--- src/rtl/idu_is_pipe0_iq_pkg.sv ---
// Shared widths, the issue-queue entry layout and the wakeup match helper
// used by the pipe0 issue queue.
package idu_is_pipe0_iq_pkg;
  localparam int PREG_W = 6;
  localparam int IID_W  = 4;
  localparam int XLEN   = 64;
  localparam int WK_N   = 4;

  typedef struct packed {
    logic [IID_W-1:0]  iid;
    logic [6:0]        opcode;
    logic [6:0]        funct7;
    logic [2:0]        funct3;
    logic [XLEN-1:0]   pc;
    logic              psrc1_vld;
    logic [PREG_W-1:0] psrc1;
    logic              psrc1_rdy;
    logic              psrc2_vld;
    logic [PREG_W-1:0] psrc2;
    logic              psrc2_rdy;
    logic              pdst_vld;
    logic [PREG_W-1:0] pdst;
    logic              imm_vld;
    logic [XLEN-1:0]   imm;
  } iq_ent_t;

  localparam int ENT_W = $bits(iq_ent_t);

  function automatic logic wk_hit(input logic [WK_N-1:0] vld,
                                  input logic [WK_N-1:0][PREG_W-1:0] preg,
                                  input logic [PREG_W-1:0] src);
    logic hit;
    hit = 1'b0;
    for (int w = 0; w < WK_N; w++)
      hit |= vld[w] & (preg[w] == src);
    return hit;
  endfunction
endpackage

--- src/rtl/idu_is_pipe0_iq_entry.sv ---
// One issue-queue slot: holds, shifts in from the slot above or loads the
// dispatched instr, and snoops every wakeup port on whatever it ends up holding.
module idu_is_pipe0_iq_entry
  import idu_is_pipe0_iq_pkg::*;
(
  input  logic                         clk,
  input  logic                         rst_clk,
  input  logic                         flush,
  input  logic                         load,
  input  logic [ENT_W-1:0]             load_data,
  input  logic                         shift,
  input  logic                         shift_vld,
  input  logic [ENT_W-1:0]             shift_data,
  input  logic [WK_N-1:0]              wk_vld,
  input  logic [WK_N-1:0][PREG_W-1:0]  wk_preg,
  output logic                         vld,
  output logic [ENT_W-1:0]             data,
  output logic                         rdy
);
  iq_ent_t cur_q, nxt;
  logic    vld_q, nxt_vld;

  // Wakeup is applied after the source mux so shifted and newly loaded
  // instrs never miss a broadcast from the cycle they move.
  always_comb begin
    nxt     = cur_q;
    nxt_vld = vld_q;
    if (load) begin
      nxt     = iq_ent_t'(load_data);
      nxt_vld = 1'b1;
    end else if (shift) begin
      nxt     = iq_ent_t'(shift_data);
      nxt_vld = shift_vld;
    end
    nxt.psrc1_rdy = nxt.psrc1_rdy | wk_hit(wk_vld, wk_preg, nxt.psrc1);
    nxt.psrc2_rdy = nxt.psrc2_rdy | wk_hit(wk_vld, wk_preg, nxt.psrc2);
    if (flush) nxt_vld = 1'b0;
  end

  always_ff @(posedge clk or posedge rst_clk) begin
    if (rst_clk) begin
      vld_q <= 1'b0;
      cur_q <= '0;
    end else begin
      vld_q <= nxt_vld;
      cur_q <= nxt;
    end
  end

  assign vld  = vld_q;
  assign data = cur_q;
  assign rdy  = vld_q & (~cur_q.psrc1_vld | cur_q.psrc1_rdy)
                      & (~cur_q.psrc2_vld | cur_q.psrc2_rdy);
endmodule

--- src/rtl/idu_is_pipe0_iq.sv ---
// Pipe0 collapsing issue queue: oldest-ready select, one issue per cycle,
// entries shift down over the issued slot.
module idu_is_pipe0_iq
  import idu_is_pipe0_iq_pkg::*;
#(
  parameter int DEPTH = 8,
  localparam int CNT_W = $clog2(DEPTH + 1),
  localparam int SEL_W = $clog2(DEPTH)
) (
  input  logic              clk,
  input  logic              rst_clk,
  input  logic              rtu_global_flush,
  input  logic              dp_idu_is_pipe0_vld,
  input  logic [IID_W-1:0]  dp_idu_is_pipe0_iid,
  input  logic [6:0]        dp_idu_is_pipe0_opcode,
  input  logic [6:0]        dp_idu_is_pipe0_funct7,
  input  logic [2:0]        dp_idu_is_pipe0_funct3,
  input  logic [XLEN-1:0]   dp_idu_is_pipe0_pc,
  input  logic [XLEN-1:0]   dp_idu_is_pipe0_imm,
  input  logic [PREG_W-1:0] dp_idu_is_pipe0_psrc1,
  input  logic [PREG_W-1:0] dp_idu_is_pipe0_psrc2,
  input  logic [PREG_W-1:0] dp_idu_is_pipe0_pdst,
  input  logic              dp_idu_is_pipe0_psrc1_vld,
  input  logic              dp_idu_is_pipe0_psrc2_vld,
  input  logic              dp_idu_is_pipe0_pdst_vld,
  input  logic              dp_idu_is_pipe0_imm_vld,
  input  logic              dp_idu_is_pipe0_psrc1_rdy,
  input  logic              dp_idu_is_pipe0_psrc2_rdy,
  output logic              idu_dp_is_pipe0_full,
  output logic [CNT_W-1:0]  idu_dp_is_pipe0_cnt,
  input  logic              idu_idu_is_alu_rf_forward_vld,
  input  logic [PREG_W-1:0] idu_idu_is_alu_rf_forward_preg,
  input  logic              exu_idu_is_mxu_cdb_vld,
  input  logic [PREG_W-1:0] exu_idu_is_mxu_cdb_preg,
  input  logic              exu_idu_is_div_cdb_vld,
  input  logic [PREG_W-1:0] exu_idu_is_div_cdb_preg,
  input  logic              exu_idu_is_lsu_cdb_vld,
  input  logic [PREG_W-1:0] exu_idu_is_lsu_cdb_preg,
  output logic              idu_idu_rf_pipe0_vld,
  output logic [IID_W-1:0]  idu_idu_rf_pipe0_iid,
  output logic [6:0]        idu_idu_rf_pipe0_opcode,
  output logic [6:0]        idu_idu_rf_pipe0_funct7,
  output logic [2:0]        idu_idu_rf_pipe0_funct3,
  output logic [XLEN-1:0]   idu_idu_rf_pipe0_pc,
  output logic              idu_idu_rf_pipe0_psrc1_vld,
  output logic [PREG_W-1:0] idu_idu_rf_pipe0_psrc1,
  output logic              idu_idu_rf_pipe0_psrc2_vld,
  output logic [PREG_W-1:0] idu_idu_rf_pipe0_psrc2,
  output logic              idu_idu_rf_pipe0_pdst_vld,
  output logic [PREG_W-1:0] idu_idu_rf_pipe0_pdst,
  output logic              idu_idu_rf_pipe0_imm_vld,
  output logic [XLEN-1:0]   idu_idu_rf_pipe0_imm
);
  logic [WK_N-1:0]             wk_vld;
  logic [WK_N-1:0][PREG_W-1:0] wk_preg;
  logic [DEPTH-1:0]            ent_vld, ent_rdy, ent_load, ent_shift;
  logic [DEPTH-1:0][ENT_W-1:0] ent_data;
  logic [CNT_W-1:0]            cnt_q, enq_idx;
  logic [SEL_W-1:0]            sel;
  logic                        full, enq_ok, iss;
  iq_ent_t                     enq_ent, iss_ent;

  assign wk_vld  = {exu_idu_is_lsu_cdb_vld, exu_idu_is_div_cdb_vld,
                    exu_idu_is_mxu_cdb_vld, idu_idu_is_alu_rf_forward_vld};
  assign wk_preg = {exu_idu_is_lsu_cdb_preg, exu_idu_is_div_cdb_preg,
                    exu_idu_is_mxu_cdb_preg, idu_idu_is_alu_rf_forward_preg};

  always_comb begin
    enq_ent           = '0;
    enq_ent.iid       = dp_idu_is_pipe0_iid;
    enq_ent.opcode    = dp_idu_is_pipe0_opcode;
    enq_ent.funct7    = dp_idu_is_pipe0_funct7;
    enq_ent.funct3    = dp_idu_is_pipe0_funct3;
    enq_ent.pc        = dp_idu_is_pipe0_pc;
    enq_ent.psrc1_vld = dp_idu_is_pipe0_psrc1_vld;
    enq_ent.psrc1     = dp_idu_is_pipe0_psrc1;
    enq_ent.psrc1_rdy = dp_idu_is_pipe0_psrc1_rdy;
    enq_ent.psrc2_vld = dp_idu_is_pipe0_psrc2_vld;
    enq_ent.psrc2     = dp_idu_is_pipe0_psrc2;
    enq_ent.psrc2_rdy = dp_idu_is_pipe0_psrc2_rdy;
    enq_ent.pdst_vld  = dp_idu_is_pipe0_pdst_vld;
    enq_ent.pdst      = dp_idu_is_pipe0_pdst;
    enq_ent.imm_vld   = dp_idu_is_pipe0_imm_vld;
    enq_ent.imm       = dp_idu_is_pipe0_imm;
  end

  // Lowest index wins: scan high to low so the last hit is the oldest.
  always_comb begin
    sel = '0;
    for (int i = DEPTH - 1; i >= 0; i--)
      if (ent_rdy[i]) sel = SEL_W'(i);
  end

  assign full    = (cnt_q == CNT_W'(DEPTH));
  assign iss     = (|ent_rdy) & ~rtu_global_flush;
  assign enq_ok  = dp_idu_is_pipe0_vld & ~full & ~rtu_global_flush;
  assign enq_idx = cnt_q - CNT_W'(iss);

  for (genvar i = 0; i < DEPTH; i++) begin : g_ent
    logic             up_vld;
    logic [ENT_W-1:0] up_data;
    if (i == DEPTH - 1) begin : g_top
      assign up_vld  = 1'b0;
      assign up_data = '0;
    end else begin : g_mid
      assign up_vld  = ent_vld[i+1];
      assign up_data = ent_data[i+1];
    end
    assign ent_load[i]  = enq_ok & (enq_idx == CNT_W'(i));
    assign ent_shift[i] = iss & (SEL_W'(i) >= sel);

    idu_is_pipe0_iq_entry u_ent (
      .clk        (clk),
      .rst_clk    (rst_clk),
      .flush      (rtu_global_flush),
      .load       (ent_load[i]),
      .load_data  (enq_ent),
      .shift      (ent_shift[i]),
      .shift_vld  (up_vld),
      .shift_data (up_data),
      .wk_vld     (wk_vld),
      .wk_preg    (wk_preg),
      .vld        (ent_vld[i]),
      .data       (ent_data[i]),
      .rdy        (ent_rdy[i])
    );
  end

  always_ff @(posedge clk or posedge rst_clk) begin
    if (rst_clk)               cnt_q <= '0;
    else if (rtu_global_flush) cnt_q <= '0;
    else                       cnt_q <= cnt_q + CNT_W'(enq_ok) - CNT_W'(iss);
  end

  assign idu_dp_is_pipe0_full = full;
  assign idu_dp_is_pipe0_cnt  = cnt_q;

  assign iss_ent = iss ? iq_ent_t'(ent_data[sel]) : '0;

  assign idu_idu_rf_pipe0_vld       = iss;
  assign idu_idu_rf_pipe0_iid       = iss_ent.iid;
  assign idu_idu_rf_pipe0_opcode    = iss_ent.opcode;
  assign idu_idu_rf_pipe0_funct7    = iss_ent.funct7;
  assign idu_idu_rf_pipe0_funct3    = iss_ent.funct3;
  assign idu_idu_rf_pipe0_pc        = iss_ent.pc;
  assign idu_idu_rf_pipe0_psrc1_vld = iss_ent.psrc1_vld;
  assign idu_idu_rf_pipe0_psrc1     = iss_ent.psrc1;
  assign idu_idu_rf_pipe0_psrc2_vld = iss_ent.psrc2_vld;
  assign idu_idu_rf_pipe0_psrc2     = iss_ent.psrc2;
  assign idu_idu_rf_pipe0_pdst_vld  = iss_ent.pdst_vld;
  assign idu_idu_rf_pipe0_pdst      = iss_ent.pdst;
  assign idu_idu_rf_pipe0_imm_vld   = iss_ent.imm_vld;
  assign idu_idu_rf_pipe0_imm       = iss_ent.imm;
endmodule

--- config.mk ---
export PLATFORM = sky130hd
export DESIGN_NAME = idu_is_pipe0_iq
export DESIGN_NICKNAME = d
export VERILOG_FILES = /design/src/rtl/idu_is_pipe0_iq_pkg.sv /design/src/rtl/idu_is_pipe0_iq_entry.sv /design/src/rtl/idu_is_pipe0_iq.sv
export SDC_FILE = /design/constraint.sdc
export NUM_CORES = 2
export LEC_CHECK = 0
export CAP_MARGIN = 20
export CORE_ASPECT_RATIO = 0.75
export CORE_MARGIN = 2
export CORE_UTILIZATION = 35
export DETAILED_ROUTE_END_ITERATION = 6
export PLACE_DENSITY = 0.58
export RECOVER_POWER = 25
export SLEW_MARGIN = 5
export SYNTH_ARGS = -nofsm -noshare
export SYNTH_HDL_FRONTEND = slang
export SYNTH_SLANG_ARGS = --single-unit
--- constraint.sdc ---
create_clock -name clk -period 150.2 [get_ports clk]
set_input_delay 45.06 -clock clk [delete_from_list [all_inputs] [get_ports clk]]
set_output_delay 45.06 -clock clk [all_outputs]
set_load 0.02 [all_outputs]
==> results by group <==
Clock network
  • Clock sinks: 1396
  • CTS tree: done
  • Clock Tree Buf Depth: 4
  • H-tree Lvls: 4
  • Post-CTS sizing: 0
  • Total CTS buffers: 166
  • CTS Hold Bufs: 0
  • Clock root cell: clkbuf_16
  • Clock Latency Late Sink: 890 ps
  • Clock-pin slew on the worst setup and hold paths: 60 ps
  • Setup Buffers After CTS: 0

Floorplan
  • Core Box Area: 231000 um2
  • Die Width: 561 um
  • Num rows: 153
  • Initial Util: 35.1%
  • IO Pins: 382
  • Die area: 236000 um2
  • Die Height: 421 um

Drt
  • DRT Pass-1 Iters: 7
  • Initial DRC Count: 10.9k
  • # DRC: 12
  • DR vias/cell: 5.97
  • Routed wire length: 357 mm
  • Vias post-DR: 81.3k
  • Wirelength per Cell: 26.2 um
  • Post-DRT Antenna Nets: 0

Critical path
  • Worst EP arrival: 57610 ps
  • CP endpoint kind: output pin
  • WS Path Type: primary input to output pin
  • Worst path cell trace: buf_2 -> clkbuf_1 -> inv_1 -> o31ai_1 -> clkbuf_1 -> clkinvlp_2 -> clkdlybuf4s50_1
  • Slowest stage delay, CP: 5440 ps
  • Critical path data required time: 105140 ps
  • CP startpoint kind: primary input
  • Delay-heaviest family, CP: buffers and inverters
  • CP max-delay cell: clkbuf_1
  • Crit path top cell by count: clkbuf_1
  • CP Buf/Inv Count: 6
  • Crit Path Max Fanout: 139

GRT
  • Grt ovf: 0
  • Initial antenna violation count: 38
  • Pin count of the biggest net entering global routing: 209
  • Total Routing Usage GR: 29.3%
  • Vias in the first global route: 76.6k
  • First-pass GRT wire length: 527 mm

Status
  • Violated checks: design-rule violations, max-capacitance violations, max-slew violations
  • Status: complete, but fails checks

Timing
  • Final Hold Vio Count: 0
  • Fin crit period: 102670 ps
  • Slew HR: -555%
  • Max Clock Skew: 85.3 ps
  • Period Utilization, post-route: 68.4%
  • RSZ-0062 raised after global routing: no
  • TNS Setup: 0 ps
  • Tightest Pin Transition: 9830 ps
  • FMAX: 0.00974 GHz
  • Final setup vio count: 0
  • Slew Limit Fails: 1069
  • Final WS setup: 47530 ps

Yosys
  • Number of flops mapped to enable cells by yosys: 0
  • Mean Syn Cell Area: 7.57 um2
  • Flops & latches, synth: 1396
  • Mux cell area share after synthesis: 4.40%
  • Largest family of logic cells by synthesized area: simple AND/OR/NAND/NOR gates
  • Synthesis Warnings: 0
  • Post-Synth Adder-Cell Area: 0.163%
  • Post-Synth XOR/XNOR Area: 3.65%
  • Compound-Gate Fraction of Synth Area: 15.1%
  • Syn Inst Count: 10.7k
  • Predominant post-synthesis flop cell: dfrtp_1
  • Synthesized net count: 11.0k
  • Mapped Area: 81300 um2
  • Seq/Total Area, Yosys: 43.0%
  • Async SR Flop Fraction: 100%
  • Yosys cell types: 92
  • Simple-gate share of the synthesized area: 27.1%

Layout
  • Most common cell after layout, fill and taps aside: nand2_1
  • Finished Cell Area: 91700 um2
  • Synthesis-to-layout area growth: 12.8%
  • FF/Latch Area: 34900 um2
  • Commonest non-fill, non-tap cells in the layout: nand2_1, dfrtp_1, nand3_1
  • Fill count: 23.2k
  • Non-Filler Instances: 13.6k
  • Layout cells sized above 1: 4.96%
  • Multi-input logic area: 41200 um2
  • Final nets: 10.6k
  • Post-route core utilization: 39.6%

Hold path
  • Worst min path class: flop to flop

Placed design
  • Post-DP HPWL: 201 mm
  • GP Congestion: 0.977
  • Placed Area: 86300 um2
  • Port-buffer cells: 381
  • Post-Place Worst Slack: 57690 ps
  • Cell total after placement: 13.3k

Power
  • Pleak: 38.4 nW
  • Power Dens Cells: 23.2 nW/um2
  • Peak supply drop: 0.0246 mV

Run
  • Max Cap Violations: 14
-- registers in the layout, indices dropped and copies added (netlist names) --
name and flops:
g_ent.u_ent.data 1384, g_ent.u_ent.vld 8, idu_dp_is_pipe0_cnt 4
-- through the flow --
stage / hold slack [ps] / power, mW
final: 497 / 2.13
after global routing: 542 / 2.25
after CTS: 507 / 2.10
after global placement: 501 / 1.67
after detailed placement: 503 / 1.69
after floorplan: 480 / 1.31
-- kinds of logic after synthesis --
family	count (synthesis)
AOI/OAI and AO/OA	1932
xor gates and xnor gates	339
muxes	356
DFF	1396
and+or+nand+nor	5376
adders and majority gates	10
buffers and inverters	1338
-- worst register-to-register path, delay by kind of cell (launching register included) --
family	cells	cell delay (ps)
buf+inv	4	11220
flops	1	480
fa+ha+maj	2	1270
simple gates	9	3680
compound gates	4	1670
-- Yosys cell counts (5+ instances only) --
| cell type | instances | area (um2) |
|---|---|---|
| and2_1 | 5 | 31.3 |
| a31oi_1 | 662 | 4140 |
| inv_1 | 245 | 920 |
| mux2i_1 | 349 | 3490 |
| a211o_1 | 6 | 52.6 |
| a2111oi_0 | 13 | 114 |
| buf_1 | 72 | 270 |
| nand4_1 | 54 | 338 |
| a21oi_2 | 17 | 149 |
| a221oi_1 | 14 | 123 |
| nor3_1 | 28 | 140 |
| dfrtp_1 | 1396 | 34900 |
| a22oi_2 | 8 | 100 |
| nor2b_1 | 5 | 31.3 |
| a221o_1 | 8 | 80.1 |
| or4_1 | 11 | 82.6 |
| and3_1 | 11 | 68.8 |
| xnor2_1 | 297 | 2600 |
| inv_2 | 9 | 33.8 |
| o2111ai_1 | 12 | 105 |
| o21bai_1 | 6 | 45.0 |
| xor2_1 | 42 | 368 |
| clkbuf_2 | 14 | 70.1 |
| a222oi_1 | 153 | 1530 |
| a22o_1 | 10 | 87.6 |
| a31oi_2 | 7 | 87.6 |
| o21ai_0 | 388 | 1940 |
| o21ai_2 | 9 | 78.8 |
| o31ai_1 | 7 | 52.6 |
| a22oi_1 | 15 | 113 |
| a21oi_1 | 411 | 2060 |
| o211ai_1 | 45 | 338 |
| nor4_1 | 35 | 219 |
| o221ai_1 | 8 | 70.1 |
| o22ai_1 | 60 | 375 |
| buf_2 | 206 | 1030 |
| nand2_1 | 3236 | 12100 |
| ha_1 | 9 | 113 |
| nor2_1 | 909 | 3410 |
| a211oi_1 | 6 | 45.0 |
| o21ai_1 | 15 | 75.1 |
| nand3_1 | 1042 | 5220 |
| buf_4 | 14 | 105 |
| nand2b_1 | 18 | 113 |
| clkbuf_1 | 770 | 2890 |
-- worst paths after layout --
path	slack, ps	end	cells past startpoint	from
max	47530	idu_idu_rf_pipe0_vld	7	rtu_global_flush
min in group asynchronous	46350	g_ent[0].u_ent.data[164]$_DFFE_PP0P_	2	rst_clk
max in group asynchronous	88760	g_ent[2].u_ent.data[31]$_DFFE_PP0P_	5	rst_clk
max reg2reg	131710	g_ent[2].u_ent.data[72]$_DFF_PP0_	19	g_ent[2].u_ent.data[80]$_DFF_PP0_
min reg2reg	500	g_ent[2].u_ent.data[62]$_DFFE_PP0P_	2	g_ent[3].u_ent.data[62]$_DFFE_PP0P_
min	500	g_ent[2].u_ent.data[62]$_DFFE_PP0P_	2	g_ent[3].u_ent.data[62]$_DFFE_PP0P_
-- final cells by class --
cell class                 instances  area share (%)
antenna                           22          0.0600
inverter                         258            1.06
sequential                      1396            38.1
timing repair buffer             554            5.77
clock inverter                    41           0.531
clock buffer                     242            5.32
multi-input combinational       8013            44.9
tap                             3100            4.23
-- routing by layer --
metal	vias up	wire (um)	share of wire (%)	GRT usage (%)
li1	35621	-	-	-
met1	39651	148000	41	40.4
met2	5060	151000	42	43.2
met3	931	41200	12	7.36
met4	24	16600	4.6	12.7
met5	-	156	0.044	0
-- report_power, final --
part | leakage, nW | internal [mW] | switching [mW]
clock network | 2.64 | 0.240 | 0.174
registers | 18.1 | 0.533 | 0.127
logic | 17.7 | 0.342 | 0.713
total | 38.4 | 1.12 | 1.01
Power figures use the tool's default switching activity.
